`src/rtl/dma_prio_arbiter_n_if.sv`:
```
// Bus bundle between the DMA arbiter and its environment: request inputs,
// command bits, the HRQ/HLDA handshake and the DACK grant outputs.
interface dma_prio_arbiter_n_if #(
  parameter int NCH = 4
) ();
  localparam int CHW = (NCH > 1) ? $clog2(NCH) : 1;

  logic [NCH-1:0] DREQ;
  logic           HLDA;
  logic [NCH-1:0] mask;
  logic [NCH-1:0] sw_req;
  logic           rot_pri;
  logic           ctrl_dis;
  logic           xfer_done;
  logic           HRQ;
  logic [NCH-1:0] DACK;
  logic [CHW-1:0] active_ch;
  logic           grant_vld;
  logic           svc_abort;

  // slave: the arbiter itself; master: command regs / CPU / timing side
  modport slave (
    input  DREQ, HLDA, mask, sw_req, rot_pri, ctrl_dis, xfer_done,
    output HRQ, DACK, active_ch, grant_vld, svc_abort
  );

  modport master (
    output DREQ, HLDA, mask, sw_req, rot_pri, ctrl_dis, xfer_done,
    input  HRQ, DACK, active_ch, grant_vld, svc_abort
  );
endinterface

```
`src/rtl/dma_prio_arbiter_n.sv`:
```
// N-channel DMA request/priority arbiter: merges DREQ, sw_req and masks,
// runs the HRQ/HLDA handshake and grants one channel via DACK.
module dma_prio_arbiter_n #(
  parameter int NCH           = 4,
  parameter bit DREQ_ACT_HIGH = 1'b1,
  parameter bit DACK_ACT_HIGH = 1'b0
) (
  input logic                  CLK,
  input logic                  RESET,
  dma_prio_arbiter_n_if.slave  bus
);
  localparam int             CHW       = (NCH > 1) ? $clog2(NCH) : 1;
  localparam logic [NCH-1:0] DACK_IDLE = {NCH{~DACK_ACT_HIGH}};
  localparam logic [NCH-1:0] ONE_HOT0  = {{(NCH-1){1'b0}}, 1'b1};

  typedef enum logic [1:0] {IDLE, REQ, SVC, REL} state_t;

  state_t         r_state, w_state;
  logic           r_hrq, w_hrq;
  logic [NCH-1:0] r_dack, w_dack;
  logic [CHW-1:0] r_active_ch, w_active_ch;
  logic           r_gvld, w_gvld;
  logic           r_abort, w_abort;
  logic [CHW-1:0] r_pri_ptr, w_pri_ptr;
  logic [CHW-1:0] w_win, w_base, w_next_ptr;
  logic [NCH-1:0] w_dreq, w_eff;
  logic           w_any;

  assign w_dreq = DREQ_ACT_HIGH ? bus.DREQ : ~bus.DREQ;
  assign w_eff  = (w_dreq & ~bus.mask) | bus.sw_req;
  assign w_any  = |w_eff;
  assign w_base = bus.rot_pri ? r_pri_ptr : '0;
  assign w_next_ptr = (r_active_ch == CHW'(NCH-1)) ? '0 : r_active_ch + 1'b1;

  // Circular scan starting at w_base; first set request wins.
  always_comb begin
    logic [CHW:0] w_idx;
    logic         w_found;
    w_win   = '0;
    w_found = 1'b0;
    w_idx   = '0;
    for (int k = 0; k < NCH; k++) begin
      w_idx = {1'b0, w_base} + (CHW+1)'(k);
      if (w_idx >= (CHW+1)'(NCH)) w_idx = w_idx - (CHW+1)'(NCH);
      if (!w_found && w_eff[w_idx[CHW-1:0]]) begin
        w_found = 1'b1;
        w_win   = w_idx[CHW-1:0];
      end
    end
  end

  always_comb begin
    w_state     = r_state;
    w_hrq       = r_hrq;
    w_dack      = r_dack;
    w_active_ch = r_active_ch;
    w_gvld      = r_gvld;
    w_abort     = 1'b0;
    w_pri_ptr   = bus.rot_pri ? r_pri_ptr : '0;
    case (r_state)
      IDLE: begin
        if (!bus.ctrl_dis && w_any) begin
          w_hrq   = 1'b1;
          w_state = REQ;
        end
      end
      REQ: begin
        if (bus.ctrl_dis || !w_any) begin
          w_hrq   = 1'b0;
          w_state = IDLE;
        end else if (bus.HLDA) begin
          w_active_ch = w_win;
          w_dack      = DACK_IDLE ^ (ONE_HOT0 << w_win);
          w_gvld      = 1'b1;
          w_state     = SVC;
        end
      end
      SVC: begin
        // Completion wins over a simultaneous HLDA drop.
        if (bus.xfer_done) begin
          w_hrq   = 1'b0;
          w_dack  = DACK_IDLE;
          w_gvld  = 1'b0;
          w_state = REL;
          if (bus.rot_pri) w_pri_ptr = w_next_ptr;
        end else if (!bus.HLDA) begin
          w_hrq   = 1'b0;
          w_dack  = DACK_IDLE;
          w_gvld  = 1'b0;
          w_abort = 1'b1;
          w_state = REL;
        end
      end
      REL: begin
        w_hrq = 1'b0;
        if (!bus.HLDA) w_state = IDLE;
      end
      default: w_state = IDLE;
    endcase
  end

  always_ff @(posedge CLK) begin
    if (RESET) begin
      r_state     <= IDLE;
      r_hrq       <= 1'b0;
      r_dack      <= DACK_IDLE;
      r_active_ch <= '0;
      r_gvld      <= 1'b0;
      r_abort     <= 1'b0;
      r_pri_ptr   <= '0;
    end else begin
      r_state     <= w_state;
      r_hrq       <= w_hrq;
      r_dack      <= w_dack;
      r_active_ch <= w_active_ch;
      r_gvld      <= w_gvld;
      r_abort     <= w_abort;
      r_pri_ptr   <= w_pri_ptr;
    end
  end

  assign bus.HRQ       = r_hrq;
  assign bus.DACK      = r_dack;
  assign bus.active_ch = r_active_ch;
  assign bus.grant_vld = r_gvld;
  assign bus.svc_abort = r_abort;
endmodule

```
`src/flat_wrapper.sv`:
```
// flat-port wrapper written by rule: the top's interface ports become plain ports
module dma_prio_arbiter_n_flat 
#(
  parameter int NCH           = 4,
  parameter bit DREQ_ACT_HIGH = 1'b1,
  parameter bit DACK_ACT_HIGH = 1'b0
)
  (CLK, RESET, bus_DREQ, bus_HLDA, bus_mask, bus_sw_req, bus_rot_pri, bus_ctrl_dis, bus_xfer_done, bus_HRQ, bus_DACK, bus_active_ch, bus_grant_vld, bus_svc_abort);
  dma_prio_arbiter_n_if #(.NCH(NCH)) bus_i ();
  input logic CLK;
  input logic RESET;
  input wire logic [$bits(bus_i.DREQ)-1:0] bus_DREQ;
  input wire logic [$bits(bus_i.HLDA)-1:0] bus_HLDA;
  input wire logic [$bits(bus_i.mask)-1:0] bus_mask;
  input wire logic [$bits(bus_i.sw_req)-1:0] bus_sw_req;
  input wire logic [$bits(bus_i.rot_pri)-1:0] bus_rot_pri;
  input wire logic [$bits(bus_i.ctrl_dis)-1:0] bus_ctrl_dis;
  input wire logic [$bits(bus_i.xfer_done)-1:0] bus_xfer_done;
  output wire logic [$bits(bus_i.HRQ)-1:0] bus_HRQ;
  output wire logic [$bits(bus_i.DACK)-1:0] bus_DACK;
  output wire logic [$bits(bus_i.active_ch)-1:0] bus_active_ch;
  output wire logic [$bits(bus_i.grant_vld)-1:0] bus_grant_vld;
  output wire logic [$bits(bus_i.svc_abort)-1:0] bus_svc_abort;
  assign bus_i.DREQ = bus_DREQ;
  assign bus_i.HLDA = bus_HLDA;
  assign bus_i.mask = bus_mask;
  assign bus_i.sw_req = bus_sw_req;
  assign bus_i.rot_pri = bus_rot_pri;
  assign bus_i.ctrl_dis = bus_ctrl_dis;
  assign bus_i.xfer_done = bus_xfer_done;
  assign bus_HRQ = bus_i.HRQ;
  assign bus_DACK = bus_i.DACK;
  assign bus_active_ch = bus_i.active_ch;
  assign bus_grant_vld = bus_i.grant_vld;
  assign bus_svc_abort = bus_i.svc_abort;
  dma_prio_arbiter_n #(.NCH(NCH), .DREQ_ACT_HIGH(DREQ_ACT_HIGH), .DACK_ACT_HIGH(DACK_ACT_HIGH)) u_core (.CLK(CLK), .RESET(RESET), .bus(bus_i));
endmodule
```
`config.mk`:
```
export PLATFORM = sky130hd
export DESIGN_NAME = dma_prio_arbiter_n_flat
export DESIGN_NICKNAME = d
export VERILOG_FILES = /design/src/rtl/dma_prio_arbiter_n_if.sv /design/src/rtl/dma_prio_arbiter_n.sv /design/src/flat_wrapper.sv
export SDC_FILE = /design/constraint.sdc
export NUM_CORES = 1
export LEC_CHECK = 0
export BUFFER_PORTS_ARGS = -buffer_cell sky130_fd_sc_hd__buf_2
export CAP_MARGIN = 10
export CORE_MARGIN = 2
export CORE_UTILIZATION = 30
export DETAILED_ROUTE_END_ITERATION = 8
export GPL_ROUTABILITY_DRIVEN = 0
export PLACE_DENSITY_LB_ADDON = 0.2
export RECOVER_POWER = 25
export SLEW_MARGIN = 30
export SYNTH_ARGS = -nofsm -noshare
export SYNTH_HDL_FRONTEND = slang
export SYNTH_SLANG_ARGS = --single-unit
```
`constraint.sdc`:
```
create_clock -name CLK -period 1.7 [get_ports CLK]
set_clock_uncertainty 0.15 [all_clocks]
set_input_delay 0.085 -clock CLK [delete_from_list [all_inputs] [get_ports CLK]]
set_output_delay 0.085 -clock CLK [all_outputs]
set_load 0.005 [all_outputs]
```
* After elaboration in Yosys (flattened, before gate mapping)
Cells that the tools add are included.
** Storage, ports and cells
- Register bits :: 13
- Input bits :: 18
- Output and inout port bits :: 9
- Word-level logic and storage cells :: 104
** Operators by class
- $add $sub $neg :: 8
- $lt $le $gt $ge :: 8
- Equal/unequal tests :: 11
- Shift-type cells :: 1
- Multiplexer cells :: 45
- Bitwise operators :: 6
- Reduce and logical (&&, ||, !) cells :: 18
** Operators with widths (number)
- 2-to-1 mux 2 bit :: 19
- 2-to-1 mux 4 bit :: 4
- 2-to-1 mux 1 bit :: 14
- less-than comparator 2 x 3 -> 1 bit (second input constant) :: 4
- greater-or-equal comparator 3 bit (second input constant) :: 3
- binary-select mux 1 bit (select 2 bit) :: 4
- NOT 4 bit :: 2
- one-hot mux 2 bit (4 select lines) :: 1
- one-hot mux 4 bit (2 select lines) :: 1
- AND reduction 4 bit :: 2
- subtractor 2 x 1 -> 2 bit (second input constant) :: 4
- adder 2 x 2 -> 3 bit (second input constant) :: 2
- == test 2 bit (second input constant) :: 3
- inequality test 2 bit (second input constant) :: 3
- AND reduction 3 bit :: 2
- logical NOT 1 bit :: 5
- bitwise AND 4 bit :: 1
- logical AND 1 bit :: 4
- inequality test 2 x 1 -> 1 bit (second input constant) :: 2
- bitwise OR 4 bit :: 1
- one-hot mux 1 bit (4 select lines) :: 1
- OR reduction 4 bit :: 1
- left shift 1 x 2 -> 4 bit (first input constant) :: 1
- adder 2 x 1 -> 3 bit (second input constant) :: 1
- 11 further kinds :: 12

* Longest topological paths before layout
- Word-level depth :: 20
- Mapped depth :: 9
- Depth with buffers taken out :: 7

* Worst setup path before layout
Ideal clock, no wire load.
- Path kind :: reg-to-reg
- Start point :: reg u_core.r_pri_ptr[0]
- End point :: reg u_core.r_dack[3] (netlist: u_core.bus.DACK[3])
- Setup time :: 121 ps
- Arrival :: 1571 ps
- Required time :: 1429 ps
- Setup slack :: -143 ps
- Stages on the path, launching flop included :: 8
- Buffers on the path :: 1
- Period minus slack after synthesis :: 1843 ps
- Cell sequence :: dfxtp_1 buf_6 or3_1 o32ai_1 a32oi_1 a31oi_2 and3b_1 o21ai_1
** Between the ends
- Longest elaborated chain between the ends :: 20
- Elaborated cells on any way between the ends :: 42
- Classes of those cells :: add/sub: 7; order compare: 4; shift: 1; mux: 23; bitwise: 1; reduce/logical: 6
** RTL lines
- from (decl) :: RTL line dma_prio_arbiter_n.sv:24 : logic [CHW-1:0] r_pri_ptr, w_pri_ptr;
- from (signal assigned) :: RTL line dma_prio_arbiter_n.sv:118 : r_pri_ptr <= w_pri_ptr;
- 2-to-1 mux 2 bit * :: RTL line dma_prio_arbiter_n.sv:32 : assign w_base = bus.rot_pri ? r_pri_ptr : '0;
- branches (longest 13 deep; another with adder 2 x 1 -> 3 bit)
- 2-to-1 mux 2 bit * :: RTL line dma_prio_arbiter_n.sv:45 : if (!w_found && w_eff[w_idx[CHW-1:0]]) begin
- left shift 1 x 2 -> 4 bit * :: RTL line dma_prio_arbiter_n.sv:73 : w_dack = DACK_IDLE ^ (ONE_HOT0 << w_win);
- NOT 4 bit (no line) *
- 2-to-1 mux 4 bit * :: RTL line dma_prio_arbiter_n.sv:71 : end else if (bus.HLDA) begin
- 2-to-1 mux 4 bit * :: RTL line dma_prio_arbiter_n.sv:68 : if (bus.ctrl_dis || !w_any) begin
- one-hot mux 4 bit (2 select lines) * :: RTL line dma_prio_arbiter_n.sv:60 : case (r_state)
- to (signal assigned) :: RTL line dma_prio_arbiter_n.sv:114 : r_dack <= w_dack;
- to (decl) :: RTL line dma_prio_arbiter_n.sv:20 : logic [NCH-1:0] r_dack, w_dack;
Every way passes the cells marked *. The select of a mux whose other input is x is not followed.
A chain may end at the register's enable or synchronous reset.

* Final worst setup path
- Start point :: reg u_core.r_pri_ptr[0]
- End point :: reg u_core.r_dack[2] (netlist: u_core.bus.DACK[2])
Same word-level chain as after synthesis.

==> flow_summary.yaml <==
run_status:
  status: "complete, but fails checks"
  failed_checks: "negative setup slack"
yosys:
  yosysMostFrequentCell: "nor2_1"
  seq_area_frac_synth: 0.268
  avgSynthCellArea_um2: 8.09
  ys_ff_latch: 13
  synth_commonest_cells: "nor2_1, dfxtp_1, nand2_1"
  async_flop_share: 0
  synth_nets: 138
  yosys_warnings: 0
  syn_area_um2: 971
  ys_types: 49
  netlist_instances: 120
  synthFlopType: "dfxtp_1"
  synth_top_area_share: 0.268
  yosysTopAreaCell: "dfxtp_1"
  synth_area_leaders: "dfxtp_1, nor2_1, nand2_1"
  synth_edf_count: 0
clock_tree:
  clockBufferDepth: 2
  htreeDepth: 1
  root_buffer: "clkbuf_4"
  cts_tree: "yes"
  clk_transition_reported_paths_ns: 0.08
  clk_latency_ns: 0.28
  cts_sinks: 13
  numCtsBuffers: 3
setup_path:
  reg2reg_from: "u_core.r_pri_ptr[0]$_SDFF_PP0_"
  r2r_cells: 6
  arrival_ns: 1.85
  path_max_fanout: 6
  crit_type: "reg -> reg"
  cp-start-kind: "register"
  worstPathRequired_ns: 1.71
  rrSetupSlack_ns: -0.15
  end_kind: "register"
  r2r_end: "u_core.bus.DACK[2]$_SDFFE_PP1P_"
power_and_ir_drop:
  vdd_drop_max_uv: 428
  p_leak_nw: 0.650
  p_per_area_nw_per_um2: 492
  totalPowerFinal_mw: 0.722
timing:
  setup_viol: 6
  setup_ws_ns: -0.147
  min_period_over_period: 1.09
  period_needed_ns: 1.85
  finalSetupTns_ns: -0.553
  clock.fmax_mhz: 541
  slew_viol_final: 0
  timing_hold_violations_final: 0
  rsz0062_at_grt: "yes"
  worst_slew_pin_slew_ns: 0.312
  fin_hold_ws_ns: 0.0345
  slew_headroom: 0.791
min_path:
  whs_endpoint: "u_core.r_state[0]$_SDFFE_PP0P_"
  min_from: "bus_HLDA"
  hold_path_class: "in -> reg"
  whs_path_depth: 4
job:
  drv_cap: 0
global_routing:
  grt_pass1_wl_um: 4350
  antenna_found_initial: 0
  grt_max_degree: 9
  track_usage: 0.160
  grt_pass1_vias: 980
  overflow: 0
detailed_routing:
  drc: 0
  dr.pass1.iters: 4
  wire_per_inst_um: 12.4
  avgViaCountPerCell: 5.00
  antenna_left: 0
  via_count: 1095
  routed_wl_um: 2710
  drtIter0Drc: 32
die:
  initial_core_util: 0.315
  die_area_um2: 3710
  ios: 27
  fp.dieW_um: 60.9
  rows: 20
  die_y_um: 60.9
  core-area_um2: 3080
placement:
  place_inst: 210
  numPortBuffers: 26
  dp_slack_ns: -0.314
  placed_area_um2: 1330
  dp_hpwl_um: 2180
final_layout:
  drive_gt1_frac: 0.469
  final_cells: 219
  fin_area_um2: 1470
  area_growth_pct: 51.3
  num_antenna_cells: 0
  post-route-util: 0.477
  fillers: 323
  final_nets: 194
critical path, stage by stage, from the launching register on:
cell and delay [ns]:
dfxtp_4 0.38, or3_1 0.32, o32ai_2 0.13, a32oi_2 0.20, a31oi_4 0.26, nor3b_2 0.20
o21ai_1 0.07
cell usage in the layout (no fill, tap or decap), types with 5 or more instances in the layout:
cell type | netlist | layout
buf_4 | 2 | 26
a21oi_1 | 8 | 8
nand2_1 | 12 | 11
inv_1 | 5 | 5
buf_2 | 2 | 25
dfxtp_1 | 13 | 11
nand2b_1 | 5 | 5
nor2_1 | 18 | 17
cell families after synthesis:
logic type	after synthesis	share of synthesized area
AOI/OAI and AO/OA	31	0.245
muxes	4	0.0554
DFF	13	0.268
and+or+nand+nor	59	0.347
xor gates and xnor gates	2	0.0180
buffers and inverters	10	0.0567
adders and majority gates	1	0.0103
registers in the layout, indices dropped and copies added (netlist names), named ones only:
name and cells:
u_core.bus.DACK 4, u_core.bus.HRQ 1, u_core.r_pri_ptr 2, u_core.r_state 1, u_core.bus.svc_abort 1, u_core.bus.active_ch 2, u_core.bus.grant_vld 1
what timing repair did:
action                     in CTS  in global routing
setup buffers                   2                  0
gates cloned                    0                  0
resized for setup              11                  4
setup endpoints to repair       6                  6
pin swaps                      11                  4
hold buffers                    3                  0
hold endpoints to repair        7                  0
power by group:
group	internal (mW)	switching [mW]	total, mW
sequential	0.313	0.00675	0.319
clock	0.0910	0.100	0.191
combinational	0.104	0.107	0.212
total	0.508	0.214	0.722
final cells by class:
cell class / instances / area, um^2 / share of cell area
multi-input cells: 97 / 738 / 0.503
inverters: 5 / 18.8 / 0.0128
repair buffers: 56 / 365 / 0.249
clock buffers: 4 / 26.3 / 0.0179
well taps: 44 / 55.1 / 0.0375
flip-flops and latches: 13 / 265 / 0.181
per-layer routing:
layer | track usage | share of wire | wire length, um | up-vias
li1 | - | - | - | 548
met1 | 0.210 | 0.46 | 1240 | 509
met2 | 0.258 | 0.47 | 1290 | 34
met3 | 0.0277 | 0.052 | 140 | 4
met4 | 0.0683 | 0.016 | 43 | 0
met5 | 0 | 0 | 0 | -
worst max path at each step:
stage | start | endpoint | cells after the start
after floorplan | u_core.r_pri_ptr[0]$_SDFF_PP0_ | u_core.bus.DACK[3]$_SDFFE_PP1P_ | 7
after global placement | u_core.r_pri_ptr[0]$_SDFF_PP0_ | u_core.bus.DACK[2]$_SDFFE_PP1P_ | 7
after detailed placement | u_core.r_pri_ptr[0]$_SDFF_PP0_ | u_core.bus.DACK[2]$_SDFFE_PP1P_ | 7
after CTS | u_core.r_pri_ptr[0]$_SDFF_PP0_ | u_core.bus.DACK[2]$_SDFFE_PP1P_ | 6
after global routing | u_core.r_pri_ptr[0]$_SDFF_PP0_ | u_core.bus.DACK[2]$_SDFFE_PP1P_ | 7
final | u_core.r_pri_ptr[0]$_SDFF_PP0_ | u_core.bus.DACK[2]$_SDFFE_PP1P_ | 6
Power figures use the tool's default switching activity.
